===== config.mk =====
export PLATFORM = sky130hd
export DESIGN_NAME = bnn_slice_packer
export DESIGN_NICKNAME = d
export VERILOG_FILES = /design/src/rtl/bnn_slice_packer.sv
export SDC_FILE = /design/constraint.sdc
export NUM_CORES = 1
export LEC_CHECK = 0
export CAP_MARGIN = 20
export CORE_UTILIZATION = 40
export CTS_CLUSTER_DIAMETER = 50
export DETAILED_ROUTE_END_ITERATION = 7
export GPL_TIMING_DRIVEN = 0
export PLACE_DENSITY = 0.73
export SETUP_SLACK_MARGIN = 0.02
export SLEW_MARGIN = 0
export SYNTH_ARGS = -nofsm -noshare
export SYNTH_HDL_FRONTEND = slang
export SYNTH_SLANG_ARGS = --single-unit

===== constraint.sdc =====
create_clock -name iCLK -period 1.65 [get_ports iCLK]
set_input_delay 0.33 -clock iCLK [delete_from_list [all_inputs] [get_ports iCLK]]
set_output_delay 0.33 -clock iCLK [all_outputs]
set_load 0.05 [all_outputs]

===== src/rtl/bnn_slice_packer.sv =====
// rtl/bnn_slice_packer.sv - packs per-channel BNN result slices into RAM words
// Optional feature macro: PACKER_MSB_FIRST_EN (first slice in the word MSBs; default LSB-first)
module bnn_slice_packer #(
   parameter int NCH  = 2,
   parameter int SW   = 8,
   parameter int OW   = 48,
   parameter int AW   = 9,
   parameter int SELW = 1
) (
   input  logic              iCLK,
   input  logic              iRSTn,
   input  logic              iSTART,
   input  logic [AW-1:0]     iBASE,
   input  logic [SELW-1:0]   iSEL,
   input  logic [NCH-1:0]    iVALID,
   input  logic [NCH*SW-1:0] iDATA,
   input  logic              iFLUSH,
   input  logic              iSTOP,
   input  logic              iWR_GNT,
   output logic              oREADY,
   output logic              oWR_EN,
   output logic [AW-1:0]     oWADDR,
   output logic [OW-1:0]     oWDATA,
   output logic              oBUSY,
   output logic              oOVF
);

   localparam int PACK = OW / SW;
   localparam int CW   = $clog2(PACK + 1);

   typedef enum logic [1:0] {IDLE, FILL, WRITE, STOP_WR} state_t;

   state_t          state;
   logic [CW-1:0]   cnt;
   logic [CW-1:0]   cnt_ins;
   logic            stop_pend;
   logic [SW-1:0]   slice;
   logic            sel_valid;
   logic [OW-1:0]   word_ins;
   logic            go_wr;

   // pick the slice and strobe of the active channel; other channels are ignored
   always_comb begin
      slice     = '0;
      sel_valid = 1'b0;
      for (int k = 0; k < NCH; k++) begin
         if (iSEL == SELW'(k)) begin
            slice     = iDATA[k*SW +: SW];
            sel_valid = iVALID[k];
         end
      end
   end

   // word and count as they would be after accepting the current slice
   always_comb begin
      word_ins = oWDATA;
      for (int i = 0; i < PACK; i++) begin
         if (cnt == CW'(i)) begin
`ifdef PACKER_MSB_FIRST_EN
            word_ins[OW-1-i*SW -: SW] = slice;
`else
            word_ins[i*SW +: SW] = slice;
`endif
         end
      end
      cnt_ins = cnt + CW'(sel_valid);
      go_wr   = (cnt_ins == CW'(PACK)) || ((iFLUSH || iSTOP) && (cnt_ins != '0));
   end

   // session FSM; oWADDR/oWDATA are the address and word registers themselves
   always_ff @(posedge iCLK or negedge iRSTn) begin
      if (!iRSTn) begin
         state     <= IDLE;
         cnt       <= '0;
         stop_pend <= 1'b0;
         oWADDR    <= '0;
         oWDATA    <= '0;
         oREADY    <= 1'b0;
         oWR_EN    <= 1'b0;
         oBUSY     <= 1'b0;
         oOVF      <= 1'b0;
      end else if (iSTART) begin
         state     <= FILL;
         cnt       <= '0;
         stop_pend <= 1'b0;
         oWADDR    <= iBASE;
         oWDATA    <= '0;
         oREADY    <= 1'b1;
         oWR_EN    <= 1'b0;
         oBUSY     <= 1'b1;
         oOVF      <= 1'b0;
      end else begin
         case (state)
            FILL: begin
               if (sel_valid) begin
                  oWDATA <= word_ins;
                  cnt    <= cnt_ins;
               end
               if (go_wr) begin
                  state  <= iSTOP ? STOP_WR : WRITE;
                  oWR_EN <= 1'b1;
                  oREADY <= 1'b0;
               end else if (iSTOP) begin
                  state  <= IDLE;
                  oREADY <= 1'b0;
                  oBUSY  <= 1'b0;
               end
            end
            WRITE, STOP_WR: begin
               if (sel_valid) oOVF <= 1'b1;
               if (iSTOP) stop_pend <= 1'b1;
               if (iWR_GNT) begin
                  oWADDR    <= oWADDR + AW'(1);
                  oWDATA    <= '0;
                  cnt       <= '0;
                  oWR_EN    <= 1'b0;
                  stop_pend <= 1'b0;
                  if (state == STOP_WR || stop_pend || iSTOP) begin
                     state  <= IDLE;
                     oREADY <= 1'b0;
                     oBUSY  <= 1'b0;
                  end else begin
                     state  <= FILL;
                     oREADY <= 1'b1;
                  end
               end
            end
            default: ;
         endcase
      end
   end

endmodule

==> results.cfg, run 1 <==
[detailed_routing]
dr_wl_met2_um = 4850
wl_met3_um = 362
drt_pass1_iterations = 4
ant_nets = 0
drc = 0
vias_per_cell = 5.41
wl_met1_um = 3830
top_layer_used = met4
drtIter0Drc = 146
drt-total-wl_um = 9340
num_vias = 2622
wire_per_inst_um = 19.3

[placement]
hpwlAfterDp_um = 5310
gp_congestion = 0.847
place_area_um2 = 4270
pre_cts_slack_ps = -746
port_buffers = 93

[clock_tree]
numCtsBuffers = 9
cts.clk_slew.worst_paths_ps = 70
clock_path_buffers = 2
holdBufCountCts = 0
cts_tree = done
insertion_delay_ps = 340
tritoncts_num_sinks = 67
htreeDepth = 3
cts_root_buf = clkbuf_8

[grt]
track_usage = 0.240
overflow = 0
grt_max_degree = 68
antenna_found_initial = 0
grt_pass1_wl_um = 13900
grt_pass1_vias = 2581

[layout]
nNetsFinal = 418
syn_to_final_growth_pct = 63.8
drive_gt1_frac = 0.386
diodes = 0
final_cell_area_um2 = 5010
final_util = 0.683

[synthesis]
syn_nets = 284
synth-warning-count = 0
async_flop_share = 1.00
ys_seq_area_frac = 0.548
yosys.area.top_type = dfrtp_1
synth_top_cell_area_share = 0.548
synth.area.top_cells = dfrtp_1 (55%), mux2_2 (17%), mux2i_1 (2.9%)
synthCells = 247
yosysUniqueCellTypes = 44
syn_area_per_cell_um2 = 12.4
synth-main-ff-cell = dfrtp_1
ys_ff_latch = 67
synth_area_um2 = 3060
synth-edff-count = 0

[worst_setup_path]
crit_top_cell = ha_4
critPathKind = reg2reg
r2r_cells = 6
worst_path_largest_cell_delay_ps = 440
worst-path-max-fanout = 3
crit_buf_inv = 0
crit_arrival_ps = 2030
cp_cell_sequence = ha_4 > ha_4 > xor2_2 > a21o_1 > a211o_1 > a32oi_2
cp_top_family = compound AO/OA/AOI/OAI gates
endpoint_kind = register
required_ps = 1890
rr_endpoint = state[0]
r2r-start = cnt[0]
crit_slowest_cell = dfrtp_2
start_kind = register
rrSetupSlack_ps = -140

[sta]
fin_skew_ps = 6.92
fin_crit_ps = 1790
slew_headroom = 0.419
slew_viol_final = 0
worst_pin_slew_ps = 871
setup_slack_ps = -143
rsz0062_at_grt = true
hold_viol = 0
whs_ps = 105
finalSetupViolations = 40
final.setup.tns_ps = -2160
finalCritPeriodShare = 1.09
fmax_mhz = 558

[floorplanning]
io-pin-count = 95
initial_utilization = 0.417
die-area_um2 = 8000
rows = 31
die_x_um = 89.4
core_area_um2 = 7330
die_h_um = 89.4

[outcome]
outcome = finished, violations left
violations = setup timing

[power]
power_leakage_nw = 2.41
power_density_nw_per_um2 = 2080
ir_drop_v = 0.00123

[job]
max_cap_viol_count = 0

[min_path]
hold_path_class = in2async
flip-flops by register name, indices dropped and copies added, names as in the netlist:
| name | count |
|---|---|
| oWDATA | 48 |
| oWADDR | 9 |
| cnt | 3 |
| state | 2 |
| oBUSY | 1 |
| oOVF | 1 |
| oREADY | 1 |
| oWR_EN | 1 |
| stop_pend | 1 |
synthesized netlist by cell type (2+ instances only):
library cell / number
nand2b_1: 2
ha_1: 3
inv_1: 7
a21oi_1: 7
nor2_1: 12
xnor2_1: 5
mux2i_1: 9
a22oi_1: 2
dfrtp_1: 67
buf_2: 4
nand4_1: 5
mux2_1: 2
o21ai_0: 15
o21ai_2: 4
nand3_1: 2
mux2_2: 46
xor2_1: 5
nand2_1: 18
buf_1: 2
nor4_1: 6
worst max path at each step:
stage	startpoint	endpoint	slack, ps	depth (start not counted)
after floorplan	iSEL	state[0]	-280	9
after global placement	iRSTn	oWDATA[44]	-2020	1
after detailed placement	iVALID[0]	state[1]	-750	9
after CTS	state[1]	oWDATA[8]	-50	5
after global routing	cnt[0]	state[0]	-190	6
final	cnt[0]	state[0]	-140	6
routing by layer:
layer,track usage,vias to the layer above
met2,0.401,98
met3,0.0462,25
met1,0.302,1339
met4,0.110,0
met5,0,-
li1,-,1160
logic make-up (layout without fill, tap and decap cells):
kind of cell | after synthesis | after routing | synth area share
mux | 58 | 58 | 0.211
buf+inv | 16 | 155 | 0.0237
compound gates | 41 | 41 | 0.0937
flops | 67 | 67 | 0.548
xor+xnor | 10 | 10 | 0.0286
fa+ha+maj | 3 | 3 | 0.0123
simple gates | 52 | 52 | 0.0827
power by group:
part,leakage (nW),switching [mW],internal [mW]
Combinational,1.45,3.91,2.46
Clock,0.100,0.666,0.702
Sequential,0.858,0.409,2.29
Total,2.41,4.98,5.45
cell type report:
type / count / area, um2
clock buffers: 10 / 128
flip-flops and latches: 67 / 1680
plain buffers: 7 / 68.8
multi-input cells: 164 / 1730
clock inverters: 6 / 66.3
well taps: 99 / 124
repair buffers: 124 / 1170
inverters: 8 / 36.3
fillers: 526 / 2320
layout by cell type (no fill, tap or decap), types with 2 or more instances in the layout:
cell type and count:
dfrtp_1 64, dlygate4sd2_1 57, mux2_4 40, clkdlybuf4s50_1 27, buf_4 22, nand2_1 17
o21ai_0 13, mux2i_1 9, clkbuf_8 9, buf_6 8, nor2_4 8, mux2_2 8
buf_12 7, inv_1 5, nand4_1 5, nor4_2 5, xnor2_1 4, xor2_1 4
o21ai_4 4, nor2_1 4, a21oi_1 4, clkinv_4 3, dfrtp_2 3, clkbuf_2 3
clkdlybuf4s15_2 3, clkbuf_1 2, a21oi_4 2, o21ai_1 2, nand3_1 2, a21oi_2 2
ha_4 2, clkinv_2 2, clkdlybuf4s15_1 2
through the flow:
step | cells | power [mW]
2_1_floorplan | 247 | 6.50
3_3_place_gp | 439 | 8.25
3_5_place_dp | 439 | 8.33
4_1_cts | 473 | 10.1
5_1_grt | 485 | 10.8
6_report | 485 | 10.4
what timing repair did:
| action | in CTS | in global routing |
|---|---|---|
| resized for setup | 123 | 39 |
| setup buffers | 19 | 13 |
| endpoints found under the setup margin | 117 | 61 |
| pin swaps | 11 | 13 |
(Power assumes the default switching activity.)
==> inputs of run 2 (changes only) <==
--- a/config.mk
+++ b/config.mk
@@ -6,10 +6,11 @@
 export NUM_CORES = 1
 export LEC_CHECK = 0
 export CAP_MARGIN = 20
+export CORE_MARGIN = 3
 export CORE_UTILIZATION = 40
 export CTS_CLUSTER_DIAMETER = 50
 export DETAILED_ROUTE_END_ITERATION = 7
-export GPL_TIMING_DRIVEN = 0
+export GPL_TIMING_DRIVEN = 1
 export PLACE_DENSITY = 0.73
 export SETUP_SLACK_MARGIN = 0.02
 export SLEW_MARGIN = 0
==> results.cfg, run 2 (same netlist as run 1, synthesis figures left out) <==
[outcome]
outcome = finished, violations left
violations = hold timing, setup timing

[detailed_routing]
vias_per_cell = 5.20
ant_nets = 0
drt_pass1_iterations = 4
drc = 0
num_vias = 2562
drt-total-wl_um = 8920
drtIter0Drc = 80
wire_per_inst_um = 18.1

[floorplanning]
rows = 31
die-area_um2 = 8730
core_area_um2 = 7330
die_x_um = 93.4
die_h_um = 93.4
initial_utilization = 0.417
io-pin-count = 95

[grt]
overflow = 0
grt_max_degree = 68
antenna_found_initial = 0
grt_pass1_wl_um = 14200
grt_pass1_vias = 2774
track_usage = 0.212

[placement]
gp_congestion = 0.879
dp_cells = 470
port_buffers = 94
hpwlAfterDp_um = 6040

[clock_tree]
insertion_delay_ps = 340
numCtsBuffers = 9
cts.clk_slew.worst_paths_ps = 70
tritoncts_num_sinks = 67
clock_path_buffers = 2
cts_root_buf = clkbuf_8
cts_tree = done
holdBufCountCts = 0
htreeDepth = 3

[sta]
fmax_mhz = 579
finalSetupViolations = 38
worst_pin_slew_ps = 432
setup_slack_ps = -76.7
fin_crit_ps = 1730
finalCritPeriodShare = 1.05
fin_skew_ps = 11.2
hold_viol = 2
whs_ps = -2.74
slew_headroom = 0.710
slew_viol_final = 0
rsz0062_at_grt = true

[layout]
top_regs = oWDATA: 48 flops, oWADDR: 9 flops, cnt: 3 flops
nNetsFinal = 427
mostFrequentLayoutCells = buf_4 (91), dfrtp_1 (65), mux2_4 (40)
top_register = oWDATA
syn_to_final_growth_pct = 62.6
fin_cells = 493
fillers = 527
diodes = 0
mostFrequentLayoutCell = buf_4
final_util = 0.678
largest_reg_flops = 48
drive_gt1_frac = 0.520

[worst_setup_path]
endpoint_kind = register
r2r_cells = 5
required_ps = 1870
critPathKind = in2reg
crit_arrival_ps = 1950
start_kind = input pin
worst-path-max-fanout = 8

[power]
power_density_nw_per_um2 = 2170
ir_drop_v = 0.00123
power_leakage_nw = 2.39
total_power_mw = 10.8

[min_path]
hold_path_class = in2async

[job]
max_cap_viol_count = 0
-- run 2: through the flow --
stage / cell area [um2] / worst slack (ps) / setup TNS (ps)
6_report: 4970 / -76.7 / -1280
5_1_grt: 4970 / -95.3 / -2500
4_1_cts: 4900 / -85.5 / -1530
3_5_place_dp: 4440 / -843 / -36250
3_3_place_gp: 4440 / -745 / -35090
2_1_floorplan: 3220 / -284 / -1550
-- run 2: final timing paths --
kind | from | endpoint | slack [ps]
max | iSEL | oWDATA[13] | -80
min | iRSTn | oWDATA[3] | -3
max reg2reg | state[1] | oWDATA[39] | -50
min reg2reg | oWDATA[32] | oWDATA[32] | 510
max in group asynchronous | iRSTn | cnt[0] | 1330
min in group iCLK | iSTART | oOVF | 490
-- run 2: layout make-up --
cell class                 instances  area [um2]  share of cell area
clock buffer                      10         128              0.0257
clock inverter                     5        78.8              0.0159
inverter                           8        30.0             0.00604
multi-input combinational        164        1640               0.330
sequential                        67        1680               0.338
tap                               99         124              0.0249
timing repair buffer             140        1290               0.260
-- run 2: what timing repair did --
| action | CTS | global route |
|---|---|---|
| setup endpoints to repair | 54 | 58 |
| resized for setup | 45 | 18 |
| pin swaps | 8 | 7 |
| setup buffers | 8 | 2 |
-- run 2: where the power goes --
part           internal (mW)  total, mW  switching [mW]
Combinational           2.75       6.61            3.86
Sequential              2.29       2.72           0.429
Clock                  0.841       1.45           0.613
-- run 2: critical path: stages --
cell and delay [ps]:
buf_2 130, mux2i_4 190, buf_4 140, buf_4 120
buf_4 150, nor4_2 320, o21ai_4 100, buf_12 160
mux2_4 300
-- run 2: per-layer routing --
metal | up-vias | GRT usage | routed length [um]
met2 | 58 | 0.354 | 4670
met5 | - | 0 | 0
li1 | 1172 | - | -
met4 | 0 | 0.0928 | 215
met1 | 1317 | 0.266 | 3760
met3 | 15 | 0.0410 | 280
==> inputs of run 3 (changes only) <==
==> constraint.sdc (replaced) <==
create_clock -name iCLK -period 1.5 [get_ports iCLK]
set_input_delay 0.3 -clock iCLK [delete_from_list [all_inputs] [get_ports iCLK]]
set_output_delay 0.3 -clock iCLK [all_outputs]
set_load 0.05 [all_outputs]
==> results.cfg, run 3 (same netlist as run 1, synthesis figures left out) <==
[grt]
antenna_found_initial = 0
grt_most_used_layer = met2
grt_pass1_wl_um = 14600
grt_max_degree = 63
overflow = 0
grt_pass1_vias = 2751
track_usage = 0.218
globalRouteMet1Util = 0.278
grtUsageMet3 = 0.0499
met2_usage = 0.370

[detailed_routing]
wire_per_inst_um = 18.2
drt_pass1_iterations = 4
ant_nets = 0
vias_per_cell = 5.07
num_vias = 2555
drtIter0Drc = 93
drt-total-wl_um = 9190
drc = 0

[worst_setup_path]
crit_slowest_cell = or3b_4
cp_top_family = simple AND/OR/NAND/NOR gates
cp_cell_sequence = or3b_4 > a41oi_4 > a21oi_4 > buf_6 > mux2_2
worst-path-max-fanout = 5
endpoint_kind = register
start_kind = register
critPathKind = reg2reg
crit_arrival_ps = 1920
worst_path_largest_cell_delay_ps = 480
required_ps = 1720
crit_buf_inv = 1

[floorplanning]
die_x_um = 93.4
die-area_um2 = 8730
rows = 31
io-pin-count = 95
die_h_um = 93.4
initial_utilization = 0.417
core_area_um2 = 7330

[layout]
seq_area_um2 = 1680
diodes = 0
largest_reg_flops = 48
drive_gt1_frac = 0.558
top_register = oWDATA
mostFrequentLayoutCell = buf_12
mostFrequentLayoutCells = buf_12 (63), dfrtp_1 (61), mux2_4 (40)
fillers = 386
syn_to_final_growth_pct = 89.2
nNetsFinal = 437
multi_input_area_um2 = 1700
top_regs = oWDATA: 48 flops, oWADDR: 9 flops, cnt: 3 flops

[clock_tree]
tritoncts_num_sinks = 67
cts.clk_slew.worst_paths_ps = 80
numCtsBuffers = 9
insertion_delay_ps = 340
htreeDepth = 3
cts_root_buf = clkbuf_8
cts_tree = done
clock_path_buffers = 2

[sta]
finalCritPeriodShare = 1.13
slew_headroom = 0.729
hold_viol = 0
setup_slack_ps = -201
worst_pin_slew_ps = 396
fin_skew_ps = 10.6
finalSetupViolations = 57
rsz0062_at_grt = true
whs_ps = 354
fmax_mhz = 588
slew_viol_final = 0
fin_crit_ps = 1700

[placement]
port_buffers = 94
gp_congestion = 0.876
pre_cts_slack_ps = -921
hpwlAfterDp_um = 6430

[power]
ir_drop_v = 0.00103
power_density_nw_per_um2 = 2400
power_leakage_nw = 2.63

[job]
max_cap_viol_count = 0

[min_path]
hold_path_class = in2async

[outcome]
outcome = finished, violations left
violations = setup timing
==> run 3: final cells by class <==
cell class              instances  share of cell area
repair buffers                150               0.354
multi-input cells             164               0.293
flip-flops and latches         67               0.291
clock buffers                  10              0.0238
well taps                      99              0.0214
clock inverters                 6              0.0112
inverters                       8             0.00519
==> run 3: path summary, 6_finish.rpt <==
| kind | startpoint | endpoint | slack (ps) | cells past startpoint |
|---|---|---|---|---|
| worst max-delay path | state[1] | oWDATA[36] | -200 | 5 |
| max in group asynchronous | iRSTn | oWADDR[1] | 550 | 3 |
| worst max register to register | state[1] | oWDATA[36] | -200 | 5 |
| worst min register to register | oWDATA[18] | oWDATA[18] | 570 | 1 |
| min in group iCLK | iBASE[4] | oWADDR[4] | 520 | 3 |
| worst min-delay path | iRSTn | oWDATA[3] | 350 | 2 |
==> run 3: metal layers <==
metal  part of all wire  wire (um)
met5                  0          0
met4              0.012        112
met3              0.066        603
met2               0.50       4570
met1               0.42       3900
==> run 3: worst register-to-register path, delay by kind of cell (launching register included) <==
family / cells / cell delay (ps)
flops: 1 / 420
simple gates: 1 / 480
compound gates: 2 / 290
buf+inv: 1 / 140
mux: 1 / 260
==> run 3: through the flow <==
step	TNS (ps)	util	power [mW]	std cells	cell area, um2
5_1_grt	-11140	0.789	14.4	504	5790
6_report	-8190	0.789	13.9	504	5790
4_1_cts	-9090	0.777	13.8	499	5700
2_1_floorplan	-9110	-	7.43	247	3310
3_3_place_gp	-42820	0.719	11.7	473	5270
3_5_place_dp	-45600	0.719	11.9	473	5270
==> run 3: what timing repair did <==
item                       in CTS  in global routing
hold endpoints to repair        5                  0
resized for setup              45                 19
setup endpoints to repair      59                 64
setup buffers                  10                  7
hold buffers                    1                  0
pin swaps                       9                  9
==> run 3: power by group <==
group,internal (mW),switching (mW),leakage [nW],total (mW)
clock,0.812,0.698,0.102,1.51
combinational,4.69,4.30,1.68,8.99
sequential,2.52,0.843,0.854,3.37
